--- src/rtl/hit_judge.sv ---
// hit_judge
//
// Queues each spawned arrow pattern together with the timestamp of the cycle it
// was accepted. It judges both players' key presses against the arrow at the
// head of the queue. A hit only counts inside a window centred on the moment
// the arrow reaches the target line.
//
// Ports:
//   clock, reset          system clock, asynchronous active-high reset
//   game_active           game running; low flushes the queue
//   pattern_in[7:0]       [7:4] player A lane mask, [3:0] player B lane mask
//   pattern_valid         one-cycle push strobe for pattern_in
//   player_a_keys[3:0]    player A keys (synchronised, active-high)
//   player_b_keys[3:0]    player B keys (synchronised, active-high)
//   perfect_hit_a/_b      one-cycle pulse per accepted hit
//   miss_a/_b             one-cycle pulse when the head expires unjudged
//   head_valid            queue non-empty
//   head_pattern[7:0]     pattern at the queue head, 0 when empty
//   overflow              sticky: a push was dropped because the queue was full

module hit_judge #(
    parameter int TRAVEL_CYCLES = 100000000,
    parameter int WINDOW_CYCLES = 5000000,
    parameter int DEPTH         = 8,
    parameter int TS_W          = 28
) (
    input  logic       clock,
    input  logic       reset,
    input  logic       game_active,
    input  logic [7:0] pattern_in,
    input  logic       pattern_valid,
    input  logic [3:0] player_a_keys,
    input  logic [3:0] player_b_keys,
    output logic       perfect_hit_a,
    output logic       perfect_hit_b,
    output logic       miss_a,
    output logic       miss_b,
    output logic       head_valid,
    output logic [7:0] head_pattern,
    output logic       overflow
);

    localparam int PTR_W = $clog2(DEPTH);
    localparam int CNT_W = PTR_W + 1;

    localparam logic [TS_W-1:0] WIN_LO     = TS_W'(TRAVEL_CYCLES - WINDOW_CYCLES);
    localparam logic [TS_W-1:0] WIN_HI     = TS_W'(TRAVEL_CYCLES + WINDOW_CYCLES);
    localparam logic [TS_W-1:0] EXPIRE_AGE = TS_W'(TRAVEL_CYCLES + WINDOW_CYCLES + 1);

    logic [TS_W-1:0]  ts;
    logic [7:0]       pat_mem   [DEPTH];
    logic [TS_W-1:0]  stamp_mem [DEPTH];
    logic [PTR_W-1:0] rd_ptr;
    logic [PTR_W-1:0] wr_ptr;
    logic [CNT_W-1:0] count;
    logic [3:0]       keys_a_q;
    logic [3:0]       keys_b_q;
    logic             done_a;
    logic             done_b;

    logic             not_empty;
    logic             full;
    logic [7:0]       head_pat;
    logic [TS_W-1:0]  age;
    logic [3:0]       nib_a;
    logic [3:0]       nib_b;
    logic             judging;
    logic             in_window;
    logic             key_evt_a;
    logic             key_evt_b;
    logic             done_a_eff;
    logic             done_b_eff;
    logic             hit_a;
    logic             hit_b;
    logic             expire;
    logic             pop;
    logic             push;
    logic             drop;

    // Judgement of the head entry. The age is the modular distance from the
    // head's stamp, so the free-running timestamp may wrap at any time.
    // A player with an empty lane mask is treated as already done.
    // The "!perfect_hit" term is the one-cycle lockout. It guarantees that
    // score_tracker sees a low cycle between two consecutive hits.
    always_comb begin
        not_empty  = (count != '0);
        full       = (count == CNT_W'(DEPTH));
        head_pat   = pat_mem[rd_ptr];
        age        = ts - stamp_mem[rd_ptr];
        nib_a      = head_pat[7:4];
        nib_b      = head_pat[3:0];
        judging    = game_active && not_empty;
        in_window  = (age >= WIN_LO) && (age <= WIN_HI);
        key_evt_a  = (player_a_keys == nib_a) && (keys_a_q != nib_a);
        key_evt_b  = (player_b_keys == nib_b) && (keys_b_q != nib_b);
        done_a_eff = done_a || (nib_a == 4'h0);
        done_b_eff = done_b || (nib_b == 4'h0);
        hit_a      = judging && !done_a_eff && in_window && key_evt_a && !perfect_hit_a;
        hit_b      = judging && !done_b_eff && in_window && key_evt_b && !perfect_hit_b;
        expire     = judging && (age == EXPIRE_AGE);
        pop        = judging && (expire ||
                     ((done_a_eff || hit_a) && (done_b_eff || hit_b)));
        push       = game_active && pattern_valid && (!full || pop);
        drop       = game_active && pattern_valid && full && !pop;
    end

    // Queue storage needs no reset: the count decides which entries are live.
    always_ff @(posedge clock) begin
        if (push) begin
            pat_mem[wr_ptr]   <= pattern_in;
            stamp_mem[wr_ptr] <= ts;
        end
    end

    // Timestamp, key history, output pulses, and queue control.
    // When the game is inactive the queue is flushed and judging stops.
    // The timestamp keeps running and overflow keeps its value.
    always_ff @(posedge clock or posedge reset) begin
        if (reset) begin
            ts            <= '0;
            keys_a_q      <= 4'h0;
            keys_b_q      <= 4'h0;
            perfect_hit_a <= 1'b0;
            perfect_hit_b <= 1'b0;
            miss_a        <= 1'b0;
            miss_b        <= 1'b0;
            overflow      <= 1'b0;
            rd_ptr        <= '0;
            wr_ptr        <= '0;
            count         <= '0;
            done_a        <= 1'b0;
            done_b        <= 1'b0;
        end else begin
            ts            <= ts + TS_W'(1);
            keys_a_q      <= player_a_keys;
            keys_b_q      <= player_b_keys;
            perfect_hit_a <= hit_a;
            perfect_hit_b <= hit_b;
            miss_a        <= expire && !done_a_eff;
            miss_b        <= expire && !done_b_eff;
            if (drop) begin
                overflow <= 1'b1;
            end
            if (!game_active) begin
                rd_ptr <= '0;
                wr_ptr <= '0;
                count  <= '0;
                done_a <= 1'b0;
                done_b <= 1'b0;
            end else begin
                if (push) begin
                    wr_ptr <= wr_ptr + PTR_W'(1);
                end
                if (pop) begin
                    rd_ptr <= rd_ptr + PTR_W'(1);
                    done_a <= 1'b0;
                    done_b <= 1'b0;
                end else begin
                    if (hit_a) begin
                        done_a <= 1'b1;
                    end
                    if (hit_b) begin
                        done_b <= 1'b1;
                    end
                end
                if (push && !pop) begin
                    count <= count + CNT_W'(1);
                end else if (pop && !push) begin
                    count <= count - CNT_W'(1);
                end
            end
        end
    end

    assign head_valid   = not_empty;
    assign head_pattern = not_empty ? head_pat : 8'h00;

endmodule

--- config.mk ---
export PLATFORM = sky130hd
export DESIGN_NAME = hit_judge
export DESIGN_NICKNAME = d
export VERILOG_FILES = /design/src/rtl/hit_judge.sv
export SDC_FILE = /design/constraint.sdc
export NUM_CORES = 1
export LEC_CHECK = 0
export CELL_PAD_IN_SITES_DETAIL_PLACEMENT = 0
export CELL_PAD_IN_SITES_GLOBAL_PLACEMENT = 1
export CORE_UTILIZATION = 53
export CTS_CLUSTER_DIAMETER = 60
export DETAILED_ROUTE_END_ITERATION = 16
export PLACE_DENSITY = 0.81
export SLEW_MARGIN = 5
export SYNTH_ARGS = -nofsm -noshare
export SYNTH_HDL_FRONTEND = slang
export SYNTH_SLANG_ARGS = --single-unit
--- constraint.sdc ---
create_clock -name clock -period 14.34 [get_ports clock]
set_input_delay 2.151 -clock clock [delete_from_list [all_inputs] [get_ports clock]]
set_output_delay 2.151 -clock clock [all_outputs]
set_load 0.02 [all_outputs]
==> metrics.yaml, run 1 <==
cells_and_area:
  n_antenna_cell: 0
  syn_to_final_growth_pct: 12.40
  nets: 1101
  drive_above_1_share_pct: 16.19
  stdcell_area_um2: 17640
  fin_util_pct: 60.96
  fillCellCount: 2168
global_routing:
  overflow: 0
  antenna_found_initial: 0
  track_usage_pct: 23.68
  grt_max_degree: 54
  grt_pass1_vias: 9162
  grt_pass1_wl_um: 54100
clocking:
  htreeDepth: 2
  cts_resized: 0
  cts.reportedPaths.clkPinSlew_ns: 0.06
  cts_hold_buf: 0
  post_cts_buffers: 0
  cts_tree: "yes"
  clock-sinks: 341
  cts_buffers: 36
  root_buffer: "clkbuf_16"
  insertion_delay_ns: 0.54
  cts.path.max_buffers: 3
setup_path:
  arrival_ns: 7.66
  cp_max_fo: 33
  endpoint_kind: "flip-flop"
  cp-start-kind: "flip-flop"
  cp.required_ns: 14.50
  r2r_slack_ns: 6.84
  crit_type: "flip-flop to flip-flop"
routing:
  routed_wl_um: 34440
  vias: 9071
  viasPerCell: 6.217
  post_drt_wl_per_cell_um: 23.61
  drc: 0
  dr.pass1.iters: 5
  initialDrtViolationCount: 810
  ant_nets: 0
sta:
  slew_viol_final: 0
  fin_crit_sh_pct: 52.30
  fmax_ghz: 0.1333
  fin_ws_ns: 6.840
  rsz0062_at_grt: "no"
  min_period_ns: 7.500
  tightest_slew_ns: 1.166
  tns_ns: 0
  relSlewSlack_pct: 22.28
  finalHoldViolations: 0
  clock_skew_ns: 0.01843
  fin_hold_ws_ns: 0.5454
  setup_violations: 0
floorplan:
  core_region_area_um2: 28940
  die_width_um: 174.1
  start_util_pct: 54.24
  io_pins: 34
  die_area_um2: 30300
  die_h_um: 174.1
  rows: 62
synthesis:
  synthDistinctLibCells: 85
  yosysMostFrequentCell: "edfxtp_1"
  async_flop_share_pct: 15.54
  syn-num-nets: 1058
  synth_ff_type: "edfxtp_1"
  ys_ff_latch: 341
  netlist_area_um2: 15690
  yosys-top-cells-count: "edfxtp_1, mux4_2, dfrtp_1"
  synth_top_area_share_pct: 55.11
  synth_edf_count: 288
  synth_seq_area_share_pct: 63.56
  yosys-top-cells-area: "edfxtp_1, mux4_2, dfrtp_1"
  netlist_instances: 1004
  yosysWarnings: 0
  yosys.area.top_type: "edfxtp_1"
  syn_area_per_cell_um2: 15.63
run_status:
  run_status: "completed"
place:
  dp_hpwl_um: 21360
  dpl_cell_area_um2: 16490
  pre_cts_ws_ns: 6.794
  gp_congestion: 0.8822
  io_buffers: 33
hold_path:
  hold_path.class: "flip-flop to flip-flop"
job:
  maxCapViolCount: 0
power:
  power_density_nw_per_um2: 127.3
  ir_drop_v: 0.00009960
  p_leak_nw: 5.922
[critical path, stage by stage, from the launching register on]
cell,delay [ns]
dfrtp_4,0.62
buf_4,0.57
buf_4,0.63
mux4_2,0.59
mux2i_1,0.19
ha_1,0.28
and4_4,0.29
nand3_1,0.08
o2bb2ai_1,0.23
a311oi_4,0.09
o41ai_1,0.55
nand2_1,0.14
or3_4,0.42
or4_4,0.55
a21o_1,0.21
a22o_1,0.42
and2_4,0.30
nor3b_2,0.30
buf_4,0.59
[metrics by stage]
stage                     cells  power [mW]
after floorplan            1004       1.287
after global placement     1393       1.368
after detailed placement   1393       1.371
after CTS                  1459       2.262
after global routing       1459       2.323
final                      1459       2.245
[cell type report]
cell class              instances  area [um2]  share of cell area, %
flip-flops and latches        341        9983                  56.60
multi-input cells             603        5520                  31.30
clock buffers                  56        1067                  6.050
well taps                     384       480.5                  2.724
repair buffers                 47       435.4                  2.468
clock inverters                10       85.08                 0.4823
inverters                      18       67.56                 0.3830
[registers in the layout (all words and copies together), names as in the netlist]
| signal | cells |
|---|---|
| stamp_mem | 224 |
| keys_b_q | 4 |
| keys_a_q | 4 |
| pat_mem | 64 |
| perfect_hit_b | 1 |
| wr_ptr | 3 |
| done_a | 1 |
| overflow | 1 |
| count | 4 |
| rd_ptr | 3 |
| miss_b | 1 |
| perfect_hit_a | 1 |
| ts | 28 |
| done_b | 1 |
| miss_a | 1 |
[final timing paths]
kind / from / to / cells after the start
hold reg to reg: done_b / done_b / 2
hold / removal: done_b / done_b / 2
setup / recovery: rd_ptr[0] / stamp_mem[0][9] / 18
max in group asynchronous: reset / rd_ptr[1] / 3
min in group asynchronous: reset / count[3] / 3
setup reg to reg: rd_ptr[0] / stamp_mem[0][9] / 18
[layout by cell type (no fill, tap or decap), types with 4 or more instances in the layout]
master,synthesis,routed
ha_1,32,32
clkinv_2,0,6
inv_1,18,17
dfrtp_1,53,50
clkbuf_8,0,7
xnor2_1,39,39
a211oi_1,10,10
a21o_1,12,12
o21ai_1,5,5
a211o_1,6,6
nand4_1,17,17
clkbuf_16,0,37
edfxtp_1,288,288
nor4b_1,4,4
a21boi_0,4,4
nand2_1,47,47
and3_1,15,14
buf_4,2,14
nor2_1,39,39
o21ai_0,22,22
nor3_1,13,13
or3_1,4,4
mux4_2,72,72
nor2b_1,6,6
clkdlybuf4s50_1,0,33
mux2i_1,37,37
xor2_1,17,17
o211ai_1,12,12
a21oi_1,34,34
mux2_2,4,4
and2_1,10,10
o21a_1,9,9
nand3_1,29,29
nor4_1,11,8
or4_1,4,4
clkbuf_1,20,12
nand2b_1,11,11
[cells by family (layout without fill, tap and decap cells)]
kind of cell / Yosys count / count (layout) / share of synthesized area (%)
xor gates and xnor gates: 56 / 56 / 3.125
DFF: 341 / 341 / 63.56
muxes: 113 / 113 / 12.98
AOI/OAI and AO/OA: 165 / 165 / 7.654
and+or+nand+nor: 235 / 235 / 8.228
buffers and inverters: 60 / 131 / 1.650
adders and majority gates: 34 / 34 / 2.806
[layer usage]
metal	routed length (um)	GRT usage, %	part of all wire [%]
met5	0	0	0
met4	866	7.383	2.5
met2	15690	35.72	46
met3	1978	3.193	5.7
met1	15910	35.98	46
[power breakdown]
| part | switching (mW) | internal [mW] | leakage [nW] |
|---|---|---|---|
| Sequential | 0.0176 | 1.10 | 3.41 |
| Combinational | 0.142 | 0.0926 | 1.95 |
| Clock | 0.374 | 0.519 | 0.564 |
| Total | 0.534 | 1.71 | 5.92 |
(Power assumes the default switching activity.)
==> run 2: changes to the inputs <==
CORE_UTILIZATION = 48   (was 53)
PLACE_DENSITY = 0.78   (was 0.81)
clock period = 6.4 ns   (was 14.34 ns; I/O delays follow)
==> metrics.yaml, run 2 (synthesized netlist as in run 1, its figures left out) <==
run_status:
  run_status: "completed"
cells_and_area:
  largest_reg_flops: 224
  seq_area_um2: 9983
  fin_cells: 1539
  largest_register: "stamp_mem"
  fin_util_pct: 57.08
  top_regs: "stamp_mem: 224 flops, pat_mem: 64 flops, ts: 28 flops"
  drive_above_1_share_pct: 18.57
  mostFrequentLayoutCells: "edfxtp_1, mux4_2, dfrtp_1, nand2_1"
  stdcell_area_um2: 18200
  syn_to_final_growth_pct: 15.96
  n_antenna_cell: 0
  fillCellCount: 2498
  nets: 1130
  layout.cells.most_common: "edfxtp_1"
  multi_input_area_um2: 5600
global_routing:
  track_usage_pct: 21.00
  overflow: 0
  grt_pass1_vias: 9299
  antenna_found_initial: 0
  grt_pass1_wl_um: 53400
  grt_max_degree: 54
routing:
  viasPerCell: 5.864
  drc: 0
  routed_wl_um: 33670
  vias: 9025
  post_drt_wl_per_cell_um: 21.88
  ant_nets: 0
  initialDrtViolationCount: 701
  dr.pass1.iters: 5
setup_path:
  reg2reg_depth: 18
  reg2reg_to: "stamp_mem[7][18]"
  timing.rr.start: "rd_ptr[0]"
  cp.required_ns: 6.61
  arrival_ns: 6.25
  cp-start-kind: "flip-flop"
  endpoint_kind: "flip-flop"
  crit_type: "flip-flop to flip-flop"
  cp_max_fo: 42
  startpoint: "rd_ptr[0]"
  r2r_slack_ns: 0.36
clocking:
  root_buffer: "clkbuf_16"
  cts.reportedPaths.clkPinSlew_ns: 0.06
  cts.path.max_buffers: 3
  clock-sinks: 341
  cts_hold_buf: 0
  cts_tree: "yes"
  htreeDepth: 2
  cts_buffers: 37
  insertion_delay_ns: 0.52
sta:
  setup_violations: 0
  fin_crit_sh_pct: 94.38
  slew_viol_final: 0
  clock_skew_ns: 0.01939
  tightest_slew_ns: 0.9072
  rsz0062_at_grt: "no"
  relSlewSlack_pct: 38.96
  fin_hold_ws_ns: 0.4814
  tns_ns: 0
  min_period_ns: 6.040
  finalHoldViolations: 0
  fmax_ghz: 0.1655
  fin_ws_ns: 0.3595
floorplan:
  rows: 65
  start_util_pct: 49.23
  die_width_um: 182.8
  core_region_area_um2: 31880
  die_area_um2: 33420
  io_pins: 34
  die_h_um: 182.8
hold_path:
  hold_path.class: "flip-flop to flip-flop"
  hold_path_end: "overflow"
  min_from: "overflow"
  whs_path_depth: 1
job:
  maxCapViolCount: 0
place:
  pre_cts_ws_ns: 0.3143
  io_buffers: 33
  gp_congestion: 0.9076
  dp.cells: 1472
  dpl_cell_area_um2: 17050
  dp_hpwl_um: 21990
power:
  finalPower_mw: 5.019
  ir_drop_v: 0.0002395
  power_density_nw_per_um2: 275.8
  p_leak_nw: 6.099
==> run 2: cell types whose count changed in the layout (fill, tap and decap cells not counted), sizes merged <==
cell,previous run,this run
clkbuf,56,52
buf,14,42
clkinv,6,7
bufinv,0,1
clkinvlp,2,3
inv,20,22
==> run 2: repair_timing <==
item                       in CTS  in global routing
setup endpoints to repair       0                 30
resized for setup               0                  9
hold endpoints to repair        0                  0
buffers inserted                0                  0
==> run 2: per-layer routing <==
layer | wire length, um | global-route usage [%] | up-vias
met5 | 0 | 0 | -
met1 | 15400 | 29.76 | 4612
met4 | 568 | 6.300 | 0
li1 | - | - | 4157
met2 | 16140 | 33.94 | 211
met3 | 1566 | 3.038 | 45
==> run 2: cell type report <==
type	instances	area share, %
clock buffers	52	5.452
clock inverters	15	0.6600
well taps	435	2.991
repair buffers	75	4.895
flip-flops and latches	341	54.86
inverters	18	0.3713
multi-input cells	603	30.77
==> run 2: worst max path at each step <==
stage,end,depth (start not counted)
after global routing,count[3],22
after CTS,stamp_mem[7][6],19
after detailed placement,stamp_mem[7][18],19
after floorplan,pat_mem[3][0],21
final,stamp_mem[7][18],18
after global placement,stamp_mem[7][18],18
==> run 2: power by group <==
group | switching, mW | internal [mW] | total, mW | leakage, nW
logic | 0.327 | 0.234 | 0.561 | 2.16
registers | 0.0380 | 2.46 | 2.50 | 3.41
clock network | 0.826 | 1.13 | 1.96 | 0.528
==> run 2: worst max-delay path: stages, from the launching register on <==
cell,delay (ns)
dfrtp_4,0.49
buf_16,0.30
mux4_2,0.58
mux2i_1,0.17
ha_1,0.35
nand2_1,0.28
o21a_1,0.18
a21bo_2,0.23
or2_1,0.22
o211a_1,0.20
or2_2,0.32
or2_2,0.32
or4_4,0.53
a21o_1,0.18
a22o_1,0.25
buf_4,0.20
and2_4,0.22
nor4b_4,0.41
buf_12,0.23
